--- src/rtl/instr_fetch_unit.sv ---
// Instruction fetch: PC, memory request channel, in-order response FIFO.
// Feeds control_unit; supports redirect with stale-response drop, and halt.
module instr_fetch_unit #(
    parameter logic [31:0] RESET_PC = 32'h0000_0000,
    parameter int          DEPTH    = 2,
    parameter logic [31:0] NOP_INS  = 32'h0000_0013
) (
    input  logic        clk,
    input  logic        reset,
    output logic        imem_req_vld,
    input  logic        imem_req_rdy,
    output logic [31:0] imem_addr,
    input  logic        imem_rsp_vld,
    input  logic [31:0] imem_rsp_data,
    input  logic        redirect_vld,
    input  logic [31:0] redirect_pc,
    input  logic        halt_req,
    output logic [31:0] ins,
    output logic [31:0] ins_pc,
    output logic        isns_vld,
    input  logic        ins_rdy,
    output logic        halted
);

    typedef enum logic {
        FETCH = 1'b0,
        HALT  = 1'b1
    } state_t;

    localparam logic [3:0] DEPTH_C = 4'(DEPTH);
    localparam logic [2:0] LAST    = 3'(DEPTH - 1);

    state_t      state;
    logic [31:0] pc;
    logic [31:0] rsp_pc;
    logic [3:0]  live_cnt;
    logic [3:0]  drop_cnt;
    logic [3:0]  buf_cnt;
    logic [2:0]  wr_ptr;
    logic [2:0]  rd_ptr;
    logic [31:0] fifo_ins [8];
    logic [31:0] fifo_pc  [8];

    logic        req_fire;
    logic        pop;
    logic        rsp_ok;
    logic        push;
    logic [3:0]  used;
    logic [31:0] redir_pc;

    function automatic logic [2:0] nxt(input logic [2:0] p);
        return (p == LAST) ? 3'd0 : p + 3'd1;
    endfunction

    // Outstanding plus buffered words never exceed DEPTH, so pushes never overflow.
    assign used         = live_cnt + drop_cnt + buf_cnt;
    assign imem_req_vld = ~reset & (state == FETCH) & (used < DEPTH_C);
    assign imem_addr    = pc;
    assign req_fire     = imem_req_vld & imem_req_rdy;

    assign isns_vld = (buf_cnt != 4'd0);
    assign pop      = isns_vld & ins_rdy;
    assign ins      = isns_vld ? fifo_ins[rd_ptr] : NOP_INS;
    assign ins_pc   = isns_vld ? fifo_pc[rd_ptr] : 32'd0;
    assign halted   = (state == HALT);

    // A response with nothing outstanding is ignored outright.
    assign rsp_ok   = imem_rsp_vld & ((live_cnt != 4'd0) | (drop_cnt != 4'd0));
    assign push     = rsp_ok & (drop_cnt == 4'd0);
    assign redir_pc = {redirect_pc[31:2], 2'b00};

    always_ff @(posedge clk) begin
        if (push && !reset && !redirect_vld) begin
            fifo_ins[wr_ptr] <= imem_rsp_data;
            fifo_pc[wr_ptr]  <= rsp_pc;
        end
    end

    always_ff @(posedge clk) begin
        if (reset) begin
            state    <= FETCH;
            pc       <= RESET_PC;
            rsp_pc   <= RESET_PC;
            live_cnt <= 4'd0;
            drop_cnt <= 4'd0;
            buf_cnt  <= 4'd0;
            wr_ptr   <= 3'd0;
            rd_ptr   <= 3'd0;
        end else if (redirect_vld) begin
            // Everything in flight, including a request firing now, is dropped.
            state    <= FETCH;
            pc       <= redir_pc;
            rsp_pc   <= redir_pc;
            live_cnt <= 4'd0;
            drop_cnt <= drop_cnt + live_cnt + {3'd0, req_fire}
                        - {3'd0, rsp_ok};
            buf_cnt  <= 4'd0;
            wr_ptr   <= 3'd0;
            rd_ptr   <= 3'd0;
        end else begin
            if (state == FETCH && halt_req) begin
                state <= HALT;
            end
            if (req_fire) begin
                pc <= pc + 32'd4;
            end
            live_cnt <= live_cnt + {3'd0, req_fire} - {3'd0, push};
            if (rsp_ok && drop_cnt != 4'd0) begin
                drop_cnt <= drop_cnt - 4'd1;
            end
            if (push) begin
                wr_ptr <= nxt(wr_ptr);
                rsp_pc <= rsp_pc + 32'd4;
            end
            if (pop) begin
                rd_ptr <= nxt(rd_ptr);
            end
            buf_cnt <= buf_cnt + {3'd0, push} - {3'd0, pop};
        end
    end

endmodule

--- config.mk ---
export PLATFORM = sky130hd
export DESIGN_NAME = instr_fetch_unit
export DESIGN_NICKNAME = d
export VERILOG_FILES = /design/src/rtl/instr_fetch_unit.sv
export SDC_FILE = /design/constraint.sdc
export NUM_CORES = 1
export LEC_CHECK = 0
export CAP_MARGIN = 15
export CORE_MARGIN = 2
export CORE_UTILIZATION = 57
export DETAILED_ROUTE_END_ITERATION = 12
export DONT_BUFFER_PORTS = 1
export PLACE_DENSITY = 0.75
export SYNTH_ARGS = -nofsm -noshare
export SYNTH_HDL_FRONTEND = slang
export SYNTH_SLANG_ARGS = --single-unit
export TNS_END_PERCENT = 1
--- constraint.sdc ---
create_clock -name clk -period 7 [get_ports clk]
set_input_delay 1.4 -clock clk [delete_from_list [all_inputs] [get_ports clk]]
set_output_delay 1.4 -clock clk [all_outputs]
set_load 0.05 [all_outputs]
==> flow_summary_export.csv, run 1 <==
group,metric,value,unit
die,ios,170,
worst_hold_path,whs_path_depth,2,
global_route,grt_pass1_wl,73.5,mm
finish,drive_above_1_share,0.178,
die,rows,74,
clock_tree,root_buffer,"clkbuf_16",
synthesis,synthCells,1391,
synthesis,synth_edf_count,496,
flow_run,maxCapViolCount,0,
power,pwr-share-seq,0.457,
synthesis,yosys-top-cells-area,"edfxtp_1 63%, mux4_2 12%, dfxtp_1 6.9%",
clock_tree,path_clk_slew,70,ps
power,p_clk_frac,0.345,
power,power_density,330,nW/µm²
sta,period_share,0.828,
route,finalWirelength,47.5,mm
synthesis,yosys_warnings,0,
power,internal_power,5.93,mW
route,drt_iter0_drc,1029,
sta,finalHoldViolCount,0,
clock_tree,cts_tree,"built",
placed_design,post_dp_cell_area,24300,µm²
global_route,grt_util_all_layers,0.222,
sta,slew_headroom,0.238,
clock_tree,clkLatencyLatePin,610,ps
placed_design,dp_hpwl,27.6,mm
synthesis,ys.flop_type,"edfxtp_1",
clock_tree,cts_setup_buffers,0,
global_route,antenna_found_initial,1,
route,drc_errors,0,
outcome,status,"finished clean",
global_route,grt_pass1_vias,12500,
synthesis,yosysUniqueCellTypes,64,
power,power_frac_comb,0.198,
synthesis,seq_area_frac_synth,0.698,
worst_setup_path,cp_cell_sequence,"ha_1 > inv_1 > fa_1 > inv_1 > ha_1 > and4_4 > or3_4 > a211oi_2 > nor2_2 > nor2_1",
route,dr_total_vias,12200,
finish,finish.instance_area,26200,µm²
clock_tree,cts_buffer_depth,3,
route,wl_per_cell,23.9,µm
power,vdd_drop_max,0.000194,V
global_route,grt_remaining_overflow,0,
die,die_area,43200,µm²
die,coreArea,40900,µm²
die,die_h,208,µm
power,switching_power,2.71,mW
placed_design,gp_congestion,0.820,
worst_setup_path,worstPathRequired,5600,ps
sta,setup_tns,0,ps
die,start_util,0.579,
worst_hold_path,hold_path_class,"flop to flop",
clock_tree,cts_buffers,57,
sta,setup_viol,0,
sta,fin_crit,5790,ps
worst_setup_path,critPathArrivalTime,4390,ps
clock_tree,cts_resized,0,
sta,skew,29.9,ps
worst_setup_path,worst_setup_path_end_kind,"output pin",
sta,fmax,173,MHz
finish,area_growth,10.5,%
route,vias_per_cell,6.16,
route,drt_pre_antenna_iters,5,
clock_tree,cts.sinks,578,
worst_setup_path,startpoint_type,"flop",
sta,final_max_slew_viol_count,0,
synthesis,synthArstFlopShare,0,
worst_setup_path,cp_max_fo,11,
synthesis,yosys_register_bits,578,
synthesis,synth_top_area_cell,"edfxtp_1",
sta,rsz0062_at_grt,"no",
route,antenna_left,0,
synthesis,yosysMostFrequentCell,"edfxtp_1",
worst_setup_path,worst_path_largest_cell_delay,750,ps
worst_setup_path,crit_type,"flop to output pin",
placed_design,io_buffers,0,
power,p_leak,8.23,nW
global_route,grt_max_degree,79,
synthesis,synth_top_area_share,0.628,
die,die_w,208,µm
clock_tree,cts.hold.buffers_added,0,
finish,fin_nets,1504,
finish,fill_cells,2807,
worst_setup_path,crit_path_top_delay_cell,"nor2_1",
power,switching_share,0.314,
clock_tree,htree_levels,2,
synthesis,synth_common_cells,"496 x edfxtp_1, 124 x mux4_2, 112 x nor2_1",
synthesis,netlist_area,23700,µm²
sta,hold_ws,522,ps
worst_setup_path,r2r_cells,17,
synthesis,avgSynthCellArea,17.0,µm²
sta,tightestPinTransition,1140,ps
critical path, delay by kind of cell (launching register included):
family / cells / cell delay (ps)
flops: 1 / 360
simple gates: 4 / 1530
buf+inv: 2 / 170
fa+ha+maj: 3 / 1080
compound gates: 1 / 660
cells in the final DEF (no fill, tap or decap), types with 15 or more instances in the layout:
cell / synthesis / layout
a21boi_0: 18 / 18
a21boi_1: 15 / 15
a21oi_1: 42 / 42
buf_4: 5 / 20
clkbuf_16: 0 / 58
clkinv_2: 0 / 15
dfxtp_1: 82 / 79
edfxtp_1: 496 / 496
ha_1: 22 / 22
inv_1: 60 / 60
mux2i_1: 63 / 63
mux4_2: 124 / 124
nand2_1: 42 / 42
nand3_1: 22 / 22
nor2_1: 112 / 106
nor4_1: 17 / 17
o31a_1: 26 / 26
xnor2_1: 33 / 33
xor2_1: 15 / 15
kinds of logic after synthesis:
| family | synth area share |
|---|---|
| other | 0.000158 |
| buffers and inverters | 0.0229 |
| multiplexers | 0.144 |
| AND/OR/NAND/NOR | 0.0583 |
| flip-flops | 0.698 |
| adder cells (fa/ha/maj) | 0.0158 |
| XOR/XNOR | 0.0177 |
| AO/OA/AOI/OAI | 0.0430 |
state kept, by name (all words and copies together), names as in the netlist, named ones only:
register	cells
imem_addr	30
fifo_pc	240
wr_ptr	3
buf_cnt	4
fifo_ins	256
rsp_pc	30
drop_cnt	4
live_cnt	4
halted	1
rd_ptr	3
power groups by stage:
stage	clock, mW	sequential, mW	combinational, mW
detailed placement	0	4.02	1.72
CTS	3.04	3.94	1.73
finish	2.98	3.94	1.71
global route	3.19	3.95	1.83
floorplan	0	3.97	1.50
global placement	0	4.01	1.71
metal layers:
layer,routed length [µm],global-route usage,vias to the layer above
li1,-,-,5490
met1,19900,0.310,6291
met2,23300,0.361,408
met3,3620,0.0540,53
met4,743,0.0494,0
met5,0,0,-
through the flow:
stage	worst slack [ps]	cells	total power, mW	utilization
6_report	1210	1986	8.64	0.640
4_1_cts	1150	1985	8.72	0.640
3_3_place_gp	1830	1879	5.72	0.595
2_1_floorplan	347	1394	5.47	-
5_1_grt	911	1985	8.97	0.640
3_5_place_dp	1810	1879	5.74	0.595
area by class of cell:
type | instances | area, µm² | area share
sequential | 578 | 16500 | 0.632
multi-input combinational | 684 | 6710 | 0.256
clock buffer | 65 | 1480 | 0.0564
tap | 532 | 666 | 0.0254
clock inverter | 41 | 370 | 0.0141
inverter | 63 | 236 | 0.00903
timing repair buffer | 22 | 190 | 0.00726
antenna | 1 | 2.50 | 0.0000955
path summary, 6_finish.rpt:
kind,end,start,slack (ps)
hold / removal,wr_ptr[2],wr_ptr[2],520
setup / recovery,imem_req_vld,live_cnt[0],1210
setup reg to reg,live_cnt[2],live_cnt[0],2530
hold reg to reg,wr_ptr[2],wr_ptr[2],520
Note: power is estimated with default switching activity, not from simulation.
==> inputs of run 2 (changes only) <==
- clock period: 7 -> 4.7 ns (I/O delays scaled with it)
==> run 2 against run 1 <==
Net effect: clock power rose by 44%; via count increased by 0.85%; total power increased by 49%; highest routed layer unchanged; critical endpoint unchanged; sequential cell count did not move.
==> flow_summary_export.csv, run 2 (same netlist as run 1, synthesis figures left out) <==
group,metric,value,unit
die,die_area,43200,µm²
worst_setup_path,critPathArrivalTime,3570,ps
flow_run,maxCapViolCount,0,
finish,seq_area,16500,µm²
sta,setup_viol,0,
route,finalWirelength,48.3,mm
finish,largest_register,"fifo_ins",
clock_tree,cts_buffers,56,
worst_setup_path,rr_endpoint,"live_cnt[2]",
route,drc_errors,0,
worst_hold_path,hold_path_class,"primary input to flop",
worst_setup_path,worstPathRequired,3760,ps
die,start_util,0.579,
worst_hold_path,whs_path_depth,1,
clock_tree,path_clk_slew,60,ps
sta,tightestPinTransition,1030,ps
placed_design,post_dp_cell_area,24600,µm²
worst_setup_path,worst_setup_path_end_kind,"output pin",
worst_setup_path,reg2reg_from,"live_cnt[0]",
global_route,grt_pass1_wl,74.4,mm
route,dr_total_vias,12300,
clock_tree,root_buffer,"clkbuf_16",
global_route,grt_util_all_layers,0.226,
placed_design,io_buffers,0,
die,rows,74,
global_route,antenna_found_initial,1,
sta,finalHoldViolCount,0,
power,power_density,489,nW/µm²
clock_tree,cts.sinks,578,
finish,fill_cells,2826,
outcome,status,"finished clean",
finish,area_growth,11.4,%
die,die_w,208,µm
finish,final_cell_mix,"496 x edfxtp_1, 124 x mux4_2, 106 x nor2_1, 79 x dfxtp_1, 63 x mux2i_1",
placed_design,dp_hpwl,28.4,mm
finish,multiInputGateArea,6710,µm²
clock_tree,cts.hold.buffers_added,0,
route,drt_iter0_drc,923,
die,die_h,208,µm
route,drt_pre_antenna_iters,5,
global_route,grt_pass1_vias,12700,
route,highest_layer,"met4",
route,antenna_left,0,
global_route,grt_max_degree,70,
finish,final_common_cell,"edfxtp_1",
worst_hold_path,holdCritStartpoint,"reset",
clock_tree,cts_buffer_depth,3,
sta,fin_ws,185,ps
route,vias_per_cell,6.15,
placed_design,dp_worst_setup_slack,672,ps
sta,slew_headroom,0.308,
finish,top_regs,"fifo_ins (256), fifo_pc (240)",
die,coreArea,40900,µm²
worst_setup_path,startpoint_type,"flop",
route,wl_met2,23.9,mm
route,met1_length,20.3,mm
worst_setup_path,r2r_cells,17,
route,route.met3.wl,3.12,mm
global_route,grt_remaining_overflow,0,
power,vdd_drop_max,0.000458,V
sta,skew,12.9,ps
finish,largest_register_ff_count,256,
sta,final_max_slew_viol_count,0,
worst_setup_path,ff2ff_setup_slack,780,ps
clock_tree,clkLatencyLatePin,600,ps
worst_setup_path,crit_type,"flop to output pin",
sta,fmax,221,MHz
worst_hold_path,holdPathEnd,"drop_cnt[2]",
worst_setup_path,cp_max_fo,11,
finish,finish.instance_area,26400,µm²
die,ios,170,
sta,fin_crit,4510,ps
clock_tree,cts_tree,"built",
sta,period_share,0.961,
route,wl_per_cell,24.1,µm
finish,drive_above_1_share,0.187,
placed_design,gp_congestion,0.868,
sta,hold_ws,410,ps
finish,fin_nets,1530,
clock_tree,htree_levels,2,
power,p_leak,8.32,nW
[run 2: cell count changes in the layout (fill, tap and decap cells not counted), moves of 2 or more]
cell / change
clkinv_2: -12
clkbuf_1: +8
clkbuf_8: +5
bufinv_16: -3
inv_6: +2
clkinv_4: -4
buf_4: +18
buf_12: +8
clkinv_1: -2
[run 2: stage by stage]
| step | power [mW] | setup TNS (ps) | utilization | instances |
|---|---|---|---|---|
| finish | 12.9 | 0 | 0.645 | 2006 |
| global route | 13.4 | -14.5 | 0.645 | 2005 |
| CTS | 13.0 | 0 | 0.644 | 2003 |
| detailed placement | 8.71 | 0 | 0.602 | 1904 |
| global placement | 8.67 | 0 | 0.602 | 1904 |
| floorplan | 8.15 | -125640 | - | 1394 |
[run 2: power by group]
group / switching [mW] / internal (mW)
combinational: 2.00 / 0.743
clock: 1.83 / 2.46
sequential: 0.215 / 5.65
[run 2: routing by layer]
layer / up-vias / GRT usage
met3: 75 / 0.0497
li1: 5529 / -
met5: - / 0
met1: 6360 / 0.307
met2: 382 / 0.374
met4: 0 / 0.0616
[run 2: worst max path at each step]
| stage | startpoint | depth (start not counted) | slack, ps | endpoint |
|---|---|---|---|---|
| 4_1_cts | live_cnt[0] | 11 | 20 | imem_req_vld |
| 3_5_place_dp | live_cnt[0] | 11 | 670 | imem_req_vld |
| 3_3_place_gp | live_cnt[1] | 10 | 740 | imem_req_vld |
| 2_1_floorplan | reset | 4 | -1490 | fifo_ins[4][0] |
| 5_1_grt | live_cnt[0] | 12 | -10 | imem_req_vld |
| 6_report | live_cnt[0] | 12 | 190 | imem_req_vld |
[run 2: what timing repair did]
item	CTS	global route
resized for setup	0	4
buffers inserted	0	2
endpoints found under the setup margin	0	1
[run 2: worst max-delay path, stage by stage (launching register included)]
cell and delay [ps]:
dfxtp_1 370, ha_1 210, inv_1 70, fa_2 380, xnor2_1 250, ha_1 330
and4_4 170, or3_4 380, a211oi_2 250, buf_6 180, nor2_4 80, nor2_1 110
buf_4 210
[run 2: area by class of cell]
cell class,instances,share of cell area
Antenna cell,1,0.0000948
Inverter,63,0.00896
Tap cell,532,0.0252
Clock buffer,77,0.0588
Clock inverter,22,0.00720
Sequential cell,578,0.627
Timing Repair Buffer,49,0.0188
Multi-Input combinational cell,684,0.254
==> inputs of run 3 (changes only) <==
--- a/config.mk
+++ b/config.mk
@@ -13,2 +13,3 @@
 export PLACE_DENSITY = 0.75
+export SLEW_MARGIN = 20
 export SYNTH_ARGS = -nofsm -noshare
==> constraint.sdc (replaced) <==
create_clock -name clk -period 4.7 [get_ports clk]
set_input_delay 1.175 -clock clk [delete_from_list [all_inputs] [get_ports clk]]
set_output_delay 1.175 -clock clk [all_outputs]
set_load 0.05 [all_outputs]
==> run 3 against run 2 <==
Net effect: highest routed layer unchanged; core utilization grew 0.76 points; via count grew 2.3%; final cell count grew 1.3%.
==> flow_summary_export.csv, run 3 (same netlist as run 1, synthesis figures left out) <==
group,metric,value,unit
sta,fmax,220,MHz
worst_setup_path,startpoint_type,"flop",
route,antenna_left,0,
worst_setup_path,worstPathRequired,3520,ps
worst_setup_path,critPathArrivalTime,3370,ps
global_route,grt_pass1_wl,76.5,mm
clock_tree,path_clk_slew,60,ps
clock_tree,cts_tree,"built",
finish,largest_register,"fifo_ins",
route,dr_total_vias,12600,
power,fin_total_pwr,13.3,mW
flow_run,maxCapViolCount,0,
route,wl_per_cell,24.4,µm
sta,period_share,0.968,
route,finalWirelength,49.7,mm
clock_tree,htree_levels,2,
worst_setup_path,crit_path_top_delay_cell,"fa_2",
clock_tree,cts_buffer_depth,3,
die,die_w,208,µm
placed_design,io_buffers,0,
placed_design,dp.cells,1932,
sta,skew,24.0,ps
placed_design,gp_congestion,0.836,
route,vias_per_cell,6.21,
finish,instances_no_fill,2033,
finish,fill_cells,2816,
outcome,status,"finished clean",
clock_tree,cts.sinks,578,
route,drt_iter0_drc,1086,
die,die_h,208,µm
worst_setup_path,worst_path_largest_cell_delay,560,ps
sta,hold_ws,530,ps
finish,drive_above_1_share,0.209,
die,ios,170,
power,p_leak,8.51,nW
die,die_area,43200,µm²
route,drt_pre_antenna_iters,5,
die,start_util,0.579,
worst_setup_path,critPathTopFamily,"adder cells",
sta,rsz0062_at_grt,"no",
clock_tree,clkLatencyLatePin,600,ps
sta,final_max_slew_viol_count,0,
global_route,grt_pass1_vias,13100,
sta,setup_tns,0,ps
worst_setup_path,crit_buf_inv,3,
sta,fin_crit,4550,ps
worst_setup_path,cp_cell_sequence,"ha_2 > inv_1 > fa_2 > inv_1 > ha_1 > and4_4 > or3_4 > a211oi_4 > nor2_2 > nor2_2 > buf_6",
finish,top_regs,"fifo_ins (256), fifo_pc (240)",
placed_design,dp_hpwl,28.5,mm
global_route,grt_util_all_layers,0.232,
clock_tree,root_buffer,"clkbuf_16",
worst_setup_path,crit_type,"flop to output pin",
route,drc_errors,0,
global_route,grt_max_degree,70,
clock_tree,cts_buffers,56,
finish,area_growth,12.7,%
power,vdd_drop_max,0.000454,V
power,power_density,498,nW/µm²
sta,finalHoldViolCount,0,
sta,setup_viol,0,
die,coreArea,40900,µm²
finish,largest_register_ff_count,256,
global_route,antenna_found_initial,1,
clock_tree,cts.hold.buffers_added,0,
finish,fin_nets,1558,
worst_setup_path,worst_setup_path_end_kind,"output pin",
finish,final_common_cell,"edfxtp_1",
worst_setup_path,cp_max_fo,3,
finish,final_cell_mix,"496 x edfxtp_1, 124 x mux4_2, 105 x nor2_1, 79 x dfxtp_1, 65 x buf_4",
global_route,grt_remaining_overflow,0,
sta,tightestPinTransition,921,ps
worst_hold_path,hold_path_class,"flop to flop",
die,rows,74,
sta,slew_headroom,0.383,
## run 3: cell types whose count changed in the layout (fill, tap and decap cells not counted), moves of 3 or more
cell / previous run / this run
buf_4: 38 / 65
clkinv_1: 12 / 7
clkinv_2: 3 / 8
bufinv_16: 3 / 6
clkbuf_1: 15 / 12
clkbuf_8: 5 / 2
## run 3: timing repair
item,in CTS,in global routing
endpoints found under the setup margin,1,1
resized for setup,5,3
setup buffers,2,0
pin swaps,2,1
## run 3: final timing paths
check	slack, ps	cells past startpoint	to	from
setup / recovery	150	11	imem_req_vld	live_cnt[0]
hold / removal	530	2	wr_ptr[2]	wr_ptr[2]
setup reg to reg	520	19	drop_cnt[3]	live_cnt[0]
hold reg to reg	530	2	wr_ptr[2]	wr_ptr[2]
## run 3: layout make-up
| cell class | instances | area, µm² | area share |
|---|---|---|---|
| Inverter | 63 | 236 | 0.00885 |
| Antenna cell | 1 | 2.50 | 0.0000937 |
| Clock buffer | 71 | 1500 | 0.0561 |
| Sequential cell | 578 | 16500 | 0.619 |
| Tap cell | 532 | 666 | 0.0249 |
| Multi-Input combinational cell | 684 | 6730 | 0.252 |
| Timing Repair Buffer | 77 | 719 | 0.0269 |
| Clock inverter | 27 | 310 | 0.0116 |
## run 3: worst reg2reg max path, stage by stage (launching register included)
cell     delay [ps]
dfxtp_1         370
ha_2            210
inv_1            70
fa_2            560
inv_1            70
ha_1            290
and4_4          190
or3_4           390
o211a_2         160
buf_4           180
o21ai_2         170
buf_4           320
inv_2            90
ha_1            230
a21o_1          180
a21oi_1         160
xnor2_1         150
xnor2_1          90
a21oi_1         140
nor2_1           50
## run 3: layer usage
layer,up-vias,routed length [µm],GRT usage,part of all wire
li1,5584,-,-,-
met1,6487,19700,0.313,0.40
met2,482,25000,0.387,0.50
met3,81,3850,0.0531,0.078
met4,0,1120,0.0594,0.023
met5,-,0,0,0
## run 3: report_power, final
group	internal (mW)	leakage, nW	switching, mW	total [mW]
clock network	2.58	0.875	1.86	4.44
logic	0.913	2.39	2.08	2.99
registers	5.65	5.24	0.217	5.87
total	9.15	8.51	4.15	13.3
## run 3: per-stage QoR
| step | setup slack (ps) | instance area (µm²) | util |
|---|---|---|---|
| floorplan | -413 | 23700 | - |
| global route | 18.7 | 26700 | 0.653 |
| detailed placement | 461 | 24900 | 0.607 |
| CTS | 38.5 | 26700 | 0.652 |
| global placement | 565 | 24900 | 0.607 |
| finish | 152 | 26700 | 0.653 |
